[config.mk]
export PLATFORM = sky130hd
export DESIGN_NAME = vga_pixel_path
export DESIGN_NICKNAME = d
export VERILOG_FILES = /design/src/rtl/vga_pixel_path.sv
export SDC_FILE = /design/constraint.sdc
export NUM_CORES = 1
export LEC_CHECK = 0
export ABC_AREA = 1
export BUFFER_PORTS_ARGS = -buffer_cell sky130_fd_sc_hd__buf_4
export CAP_MARGIN = 20
export CELL_PAD_IN_SITES_DETAIL_PLACEMENT = 1
export CELL_PAD_IN_SITES_GLOBAL_PLACEMENT = 1
export CORE_MARGIN = 4
export CORE_UTILIZATION = 43
export CTS_CLUSTER_DIAMETER = 200
export DETAILED_ROUTE_END_ITERATION = 10
export PLACE_DENSITY_LB_ADDON = 0.1
export SLEW_MARGIN = 20
export SYNTH_ARGS = -nofsm -noshare
export SYNTH_HDL_FRONTEND = slang
export SYNTH_SLANG_ARGS = --single-unit
[constraint.sdc]
create_clock -name clk -period 1.8 [get_ports clk]
set_input_delay 0.18 -clock clk [delete_from_list [all_inputs] [get_ports clk]]
set_output_delay 0.18 -clock clk [all_outputs]
set_load 0.01 [all_outputs]
[src/rtl/vga_pixel_path.sv]
// vga_pixel_path
// Downstream pixel stage of the VGA driver. It registers the incoming syncs and
// BRAM coordinates, tracks the horizontal and vertical active-video windows
// from the sync edges, addresses the image BRAM, and drives the VGA pins with
// colour blanked outside the window. Syncs and RGB leave together, three
// clocks after the inputs.
//
// Ports
//   clk          system clock, rising edge
//   reset        asynchronous, active-low
//   HSYNC/VSYNC  active-low sync pulses from the timing stages
//   HPIXEL       BRAM column index (7 bits)
//   VPIXEL       BRAM row index (7 bits)
//   bram_data    {R,G,B} 4:4:4 word, valid one clock after bram_addr
//   bram_addr    registered {VPIXEL,HPIXEL} read address
//   VGA_R/G/B    colour, 0 while blanked
//   VGA_HSYNC/VGA_VSYNC  syncs realigned to RGB
//   frame_start  one-clock pulse with the first active pixel of each frame
module vga_pixel_path #(
  parameter int H_BP_CYCLES     = 192,
  parameter int H_ACTIVE_CYCLES = 2560,
  parameter int V_BP_CYCLES     = 92800,
  parameter int V_ACTIVE_CYCLES = 1536000
) (
  input  logic        clk,
  input  logic        reset,
  input  logic        HSYNC,
  input  logic        VSYNC,
  input  logic [6:0]  HPIXEL,
  input  logic [6:0]  VPIXEL,
  input  logic [11:0] bram_data,
  output logic [13:0] bram_addr,
  output logic [3:0]  VGA_R,
  output logic [3:0]  VGA_G,
  output logic [3:0]  VGA_B,
  output logic        VGA_HSYNC,
  output logic        VGA_VSYNC,
  output logic        frame_start
);

  localparam logic [11:0] H_BP_LAST     = 12'(H_BP_CYCLES - 1);
  localparam logic [11:0] H_ACTIVE_LAST = 12'(H_ACTIVE_CYCLES - 1);
  localparam logic [23:0] V_BP_LAST     = 24'(V_BP_CYCLES - 1);
  localparam logic [23:0] V_ACTIVE_LAST = 24'(V_ACTIVE_CYCLES - 1);

  typedef enum logic [1:0] {H_SYNC, H_BP, H_ACTIVE, H_FP} h_state_t;
  typedef enum logic [1:0] {V_SYNC, V_BP, V_ACTIVE, V_FP} v_state_t;

  logic       s1_hsync, s1_vsync, hsync_d, vsync_d;
  logic [6:0] s1_hpixel, s1_vpixel;
  logic       h_fall, h_rise, v_fall, v_rise;

  h_state_t    h_state, h_next;
  v_state_t    v_state, v_next;
  logic [11:0] h_cnt, h_cnt_next;
  logic [23:0] v_cnt, v_cnt_next;

  logic de, fs_arm, fs_now, v_enter_active;
  logic de_d, hsync_s2, vsync_s2, fs_d;

  // Stage 1 plus the delayed sync copies used for edge detection. Syncs reset
  // high so no edge is seen coming out of reset.
  always_ff @(posedge clk or negedge reset) begin
    if (!reset) begin
      s1_hsync  <= 1'b1;
      s1_vsync  <= 1'b1;
      hsync_d   <= 1'b1;
      vsync_d   <= 1'b1;
      s1_hpixel <= '0;
      s1_vpixel <= '0;
      bram_addr <= '0;
    end else begin
      s1_hsync  <= HSYNC;
      s1_vsync  <= VSYNC;
      hsync_d   <= s1_hsync;
      vsync_d   <= s1_vsync;
      s1_hpixel <= HPIXEL;
      s1_vpixel <= VPIXEL;
      bram_addr <= {s1_vpixel, s1_hpixel};
    end
  end

  assign h_fall = hsync_d & ~s1_hsync;
  assign h_rise = ~hsync_d & s1_hsync;
  assign v_fall = vsync_d & ~s1_vsync;
  assign v_rise = ~vsync_d & s1_vsync;

  // State and counter registers for both axes. Reset parks them in the
  // front porch, i.e. unlocked until a full sync pulse has been seen.
  always_ff @(posedge clk or negedge reset) begin
    if (!reset) begin
      h_state <= H_FP;
      v_state <= V_FP;
      h_cnt   <= '0;
      v_cnt   <= '0;
    end else begin
      h_state <= h_next;
      v_state <= v_next;
      h_cnt   <= h_cnt_next;
      v_cnt   <= v_cnt_next;
    end
  end

  // Horizontal window tracker. A falling edge always wins so a stray sync
  // resynchronises the line; the counter saturates instead of wrapping.
  always_comb begin
    h_next     = h_state;
    h_cnt_next = (h_cnt == 12'hFFF) ? h_cnt : h_cnt + 12'd1;
    if (h_fall) begin
      h_next     = H_SYNC;
      h_cnt_next = '0;
    end else begin
      case (h_state)
        H_SYNC:   if (h_rise) begin
                    h_next     = H_BP;
                    h_cnt_next = '0;
                  end
        H_BP:     if (h_cnt == H_BP_LAST) begin
                    h_next     = H_ACTIVE;
                    h_cnt_next = '0;
                  end
        H_ACTIVE: if (h_cnt == H_ACTIVE_LAST) begin
                    h_next     = H_FP;
                    h_cnt_next = '0;
                  end
        default:  ;
      endcase
    end
  end

  // Vertical window tracker, same rules on VSYNC with a 24-bit counter.
  always_comb begin
    v_next     = v_state;
    v_cnt_next = (v_cnt == 24'hFF_FFFF) ? v_cnt : v_cnt + 24'd1;
    if (v_fall) begin
      v_next     = V_SYNC;
      v_cnt_next = '0;
    end else begin
      case (v_state)
        V_SYNC:   if (v_rise) begin
                    v_next     = V_BP;
                    v_cnt_next = '0;
                  end
        V_BP:     if (v_cnt == V_BP_LAST) begin
                    v_next     = V_ACTIVE;
                    v_cnt_next = '0;
                  end
        V_ACTIVE: if (v_cnt == V_ACTIVE_LAST) begin
                    v_next     = V_FP;
                    v_cnt_next = '0;
                  end
        default:  ;
      endcase
    end
  end

  assign de             = (h_state == H_ACTIVE) && (v_state == V_ACTIVE);
  assign v_enter_active = (v_state == V_BP) && (v_next == V_ACTIVE);
  assign fs_now         = de & fs_arm;

  // fs_arm is raised when the frame opens and dropped by the first active
  // pixel, so frame_start fires once per frame even though de toggles per line.
  always_ff @(posedge clk or negedge reset) begin
    if (!reset) begin
      fs_arm <= 1'b0;
    end else if (v_enter_active) begin
      fs_arm <= 1'b1;
    end else if (fs_now || (v_state != V_ACTIVE)) begin
      fs_arm <= 1'b0;
    end
  end

  // Stages 2 and 3: delay de and syncs so colour lines up with the BRAM word.
  always_ff @(posedge clk or negedge reset) begin
    if (!reset) begin
      de_d        <= 1'b0;
      hsync_s2    <= 1'b1;
      vsync_s2    <= 1'b1;
      fs_d        <= 1'b0;
      VGA_R       <= '0;
      VGA_G       <= '0;
      VGA_B       <= '0;
      VGA_HSYNC   <= 1'b1;
      VGA_VSYNC   <= 1'b1;
      frame_start <= 1'b0;
    end else begin
      de_d                  <= de;
      hsync_s2              <= s1_hsync;
      vsync_s2              <= s1_vsync;
      fs_d                  <= fs_now;
      {VGA_R, VGA_G, VGA_B} <= de_d ? bram_data : 12'h000;
      VGA_HSYNC             <= hsync_s2;
      VGA_VSYNC             <= vsync_s2;
      frame_start           <= fs_d;
    end
  end

endmodule

### Word-level counts from Yosys, hierarchy flattened

Index checks and enable logic that the tools add are counted.
Widths: inputs -> output; s select.

| word-level totals | value |
|---|---|
| register bits | 90 |
| input port bits | 30 |
| output and inout port bits | 29 |
| word-level logic and storage cells | 79 |

| operators by class | value |
|---|---|
| add/subtract/negate cells | 2 |
| equal/unequal tests | 15 |
| mux-type cells | 25 |
| bitwise logic cells | 9 |
| reductions and logical operators | 8 |

Operators by type and width:

| cell | count |
|---|---|
| $mux 24 | 5 |
| $mux 12 | 6 |
| $pmux 24 s3 | 1 |
| $pmux 12 s3 | 1 |
| $add 24x1->24 const B | 1 |
| $eq 12x12->1 const B | 2 |
| $eq 24x17->1 const B | 1 |
| $eq 24x21->1 const B | 1 |
| $eq 24x24->1 const B | 1 |
| $mux 2 | 8 |
| $add 12x1->12 const B | 1 |
| $eq 12x8->1 const B | 1 |
| $pmux 2 s3 | 2 |
| $ne 3x3->1 const B | 3 |
| $eq 2x2->1 const B | 3 |
| $and 1x1->1 | 5 |
| $eq 2x1->1 const B | 2 |
| $logic_not 2->1 | 2 |
| $not 1->1 | 4 |
| $reduce_and 4->1 | 1 |
| $reduce_bool 4->1 | 1 |
| $logic_and 1x1->1 | 2 |
| $mux 1 | 2 |
| $ne 2x2->1 const B | 1 |
| 2 further kinds | 2 |

### Logic depth before layout (Yosys ltp)

| logic depth | value |
|---|---|
| word-level depth | 8 |
| mapped depth | 11 |
| gate-level depth less buffers | 11 |

### Least setup slack after synthesis

Ideal clock, no wire load.

| path | value |
|---|---|
| kind | register to register |
| start point | register v_cnt[0] |
| end point | register v_cnt[1] |
| arrival time | 1.413 ns |
| data required time | 1.679 ns |
| setup slack | 0.266 ns |
| cell stages (with the launch flop) | 12 |
| clock period less this slack | 1.534 ns |
| cells stage by stage | dfrtp_1 -> ha_1 -> nand2_2 -> inv_1 -> nand2_1 -> nor2_1 -> nand4_1 -> nand2_1 -> nand2_4 -> nand2_8 -> buf_12 -> nor2_1 |

| on the way | value |
|---|---|
| word-level cells in the longest chain between the ends | 5 |
| elaborated cells on any way between the ends | 10 |

Ends and longest elaborated chain:

| item | RTL line | source |
|---|---|---|
| start: declaration | 56 | `logic [23:0] v_cnt, v_cnt_next;` |
| start signal: assignment | 100 | `v_cnt <= v_cnt_next;` |
| $add 24x1->24 / $eq 24x24->1 (equally long branches) | 134 | `v_cnt_next = (v_cnt == 24'hFF_FFFF) ? v_cnt : v_cnt + 24'd1;` |
| $mux 24 | 134 |  |
| $mux 24, on equally long branches | 148, 140, 144 |  |
| $pmux 24 s3 * | 139 | `case (v_state)` |
| $mux 24 * | 135 | `if (v_fall) begin` |
| via v_cnt_next[1] | 56 |  |

The timed path passes the listed nets; every way through them passes the cells marked *.
A chain may end at the register's enable or synchronous reset.

### Worst setup path in the final report

| path | value |
|---|---|
| start point | register v_cnt[0] |
| end point | register v_cnt[9] |

The elaborated chain is that of the path after synthesis.

==> flow_metrics.env <==
export IMPL_antennaDiodeCount=0
export IMPL_drive_above_1_share_pct=26.3
export IMPL_hold_viol=0
export IMPL_fp_dieArea_mm2=0.0113
export IMPL_max_stage_delay_ns=0.40
export IMPL_maxSlewViolCount=0
export IMPL_place_congestion=0.905
export IMPL_synth_distinct_cells=32
export IMPL_ant_nets=0
export IMPL_hold_path_class="input pin to register"
export IMPL_rows=35
export IMPL_synthAdderAreaFrac_pct=2.71
export IMPL_grt_pass1_vias=3872
export IMPL_grt_use_met2_pct=37.6
export IMPL_r2r_start="v_cnt[0]$_DFF_PN0_"
export IMPL_crit_required_ns=2.10
export IMPL_clock_latency_ns=0.38
export IMPL_netlist_area_mm2=0.00415
export IMPL_r2r_end="v_cnt[9]$_DFF_PN0_"
export IMPL_dpl_hpwl_mm=8.07
export IMPL_yosysWarnings=0
export IMPL_worst_slew_pin_slew_ns=0.684
export IMPL_crit_path_top_delay_cell="dfrtp_1"
export IMPL_cts_tree="yes"
export IMPL_skew_ns=0.0132
export IMPL_drc=0
export IMPL_nets=609
export IMPL_grt_max_degree=32
export IMPL_die_y_um=106
export IMPL_synth_xor_area_share_pct=3.59
export IMPL_crit_start="v_cnt[0]$_DFF_PN0_"
export IMPL_antenna_found_initial=0
export IMPL_synth_top_family_by_area="simple AND/OR/NAND/NOR gates"
export IMPL_clk_transition_reported_paths_ns=0.11
export IMPL_fin_tns_setup_ns=0
export IMPL_gr_usage_all_layers_pct=22.3
export IMPL_min_period_over_period_pct=96.1
export IMPL_first_pass_iters=4
export IMPL_synthCells=457
export IMPL_busiest_layer="met2"
export IMPL_via_per_inst=5.08
export IMPL_p_per_area_mw_per_mm2=838
export IMPL_routed_wl_mm=12.3
export IMPL_synthMuxAreaShare_pct=0
export IMPL_peakVddDrop_v=0.000712
export IMPL_grt_pass1_wl_mm=19.6
export IMPL_finalCriticalPeriod_ns=1.73
export IMPL_startpoint_type="register"
export IMPL_vias=3579
export IMPL_die_x_um=106
export IMPL_total_power_w=0.00453
export IMPL_layout_common_cells="dfrtp_1 (79), nand2_1 (75), buf_4 (73), inv_1 (65), nor2_1 (61)"
export IMPL_initial_core_util_pct=44.5
export IMPL_use_met1_pct=27.3
export IMPL_ff2ff_setup_slack_ns=0.07
export IMPL_routedWlPerCell_um=17.4
export IMPL_cts_buffer_depth=2
export IMPL_synth_seq_area_share_pct=54.6
export IMPL_drtIter0Drc=136
export IMPL_fillers=1051
export IMPL_syn_to_final_growth_pct=30.3
export IMPL_p_leak_nw=2.56
export IMPL_crit_path_cell_trace="ha_2, nand2_2, nor2_4, nand2_4, nor4_4, inv_2, a21oi_1"
export IMPL_mostFrequentLayoutCell="dfrtp_1"
export IMPL_cts_sinks=90
export IMPL_drv_cap=0
export IMPL_ys_seq_elements=90
export IMPL_fmax_mhz=578
export IMPL_relSlewSlack_pct=54.4
export IMPL_critPathKind="register to register"
export IMPL_synth_compound_area_share_pct=5.09
export IMPL_cp_max_fo=9
export IMPL_gr_usage_met3_pct=7.53
export IMPL_status="complete, no violations"
export IMPL_cts_htree_levels=3
export IMPL_cts_made_buffers=9
export IMPL_ctsRootBufferMaster="clkbuf_8"
export IMPL_r2r_cells=7
export IMPL_syn_area_per_cell_um2=9.08
export IMPL_setup_viol=0
export IMPL_crit_end="v_cnt[9]$_DFF_PN0_"
export IMPL_synthesis_nets=496
export IMPL_cp_end_kind="register"
export IMPL_critPathArrivalTime_ns=2.02
export IMPL_grt_remaining_overflow=0
export IMPL_io_buffers=58
export IMPL_ios=59
export IMPL_synth_simple_gate_area_share_pct=26.8
export IMPL_core_area_mm2=0.00933
==> stage by stage <==
stage | instances | utilization [%] | area [um^2] | setup slack, ns | hold WS, ns
floorplan | 457 | - | 4150 | 0.266 | -0.116
global placement | 650 | 51.5 | 4800 | 0.0848 | 0.133
detailed placement | 650 | 51.5 | 4800 | 0.00281 | 0.141
CTS | 695 | 56.8 | 5290 | 0.0382 | 0.0104
global route | 704 | 58.0 | 5410 | -0.0484 | 0.0526
finish | 704 | 58.0 | 5410 | 0.0703 | 0.0561
==> timing repair <==
| item | in CTS | in global routing |
|---|---|---|
| setup endpoints to repair | 12 | 31 |
| gates cloned | 0 | 3 |
| setup buffers | 1 | 6 |
| hold endpoints to repair | 49 | 0 |
| gates resized for setup | 0 | 19 |
| hold buffers | 28 | 0 |
| pin swaps | 0 | 7 |
==> sequential cells by signal, indices dropped and copies added (netlist names), 2 cells and up <==
signal	count
h_cnt	12
h_state	2
s1_vpixel	7
s1_hpixel	7
v_cnt	24
VGA_R	4
VGA_G	4
VGA_B	4
v_state	2
bram_addr	14
==> per-layer routing <==
metal / vias to the layer above / share of wire (%)
met4: 0 / 1.6
met5: - / 0
met1: 1784 / 42
met2: 95 / 50
li1: 1681 / -
met3: 19 / 6.5
==> worst min path at each step <==
stage | cells past startpoint | end | startpoint
2_1_floorplan | 0 | VGA_B[0]$_DFF_PN0_ | reset
3_3_place_gp | 1 | v_cnt[12]$_DFF_PN0_ | reset
3_5_place_dp | 1 | v_cnt[12]$_DFF_PN0_ | reset
4_1_cts | 3 | VGA_G[3]$_DFF_PN0_ | bram_data[7]
5_1_grt | 3 | VGA_G[3]$_DFF_PN0_ | bram_data[7]
6_report | 3 | VGA_G[3]$_DFF_PN0_ | bram_data[7]
==> logic make-up (layout without fill, tap and decap cells) <==
kind of cell | Yosys count | count (layout)
buffers and inverters | 75 | 191
DFF | 90 | 90
AOI/OAI and AO/OA | 39 | 39
xor gates and xnor gates | 17 | 17
and+or+nand+nor | 227 | 229
adders and majority gates | 9 | 9
==> worst max-delay path: cells and delay by family, from the launching register on <==
kind / cells / cell delay, ns
and+or+nand+nor: 4 / 0.68
DFF: 1 / 0.40
adders and majority gates: 1 / 0.23
buffers and inverters: 1 / 0.18
AOI/OAI and AO/OA: 1 / 0.17
==> cell usage after synthesis (all sizes together) <==
master	number	area (um^2)
a21oi	20	111
buf	2	27.5
clkbuf	2	7.51
dfrtp	80	2000
dfstp	10	263
ha	9	113
inv	71	267
nand2	86	364
nand3	33	185
nand3b	1	7.51
nand4	17	121
nor2	75	329
nor3	12	70.1
nor3b	1	7.51
nor4	2	27.5
o21ai	17	85.1
o31ai	2	15.0
xnor2	6	52.6
xor2	11	96.3
==> layout make-up <==
class,instances,area [um^2],share of cell area (%)
timing repair buffer,104,871,16.1
multi-input combinational,294,1640,30.3
clock inverter,7,81.3,1.50
sequential,90,2270,41.9
clock buffer,9,124,2.29
tap,129,161,2.98
inverter,71,267,4.92
==> power breakdown <==
group	total (W)	internal, W	switching (W)
sequential	0.00223	0.00215	0.0000804
clock	0.00142	0.000555	0.000867
combinational	0.000886	0.000391	0.000494
total	0.00453	0.00309	0.00144
(Power assumes the default switching activity.)
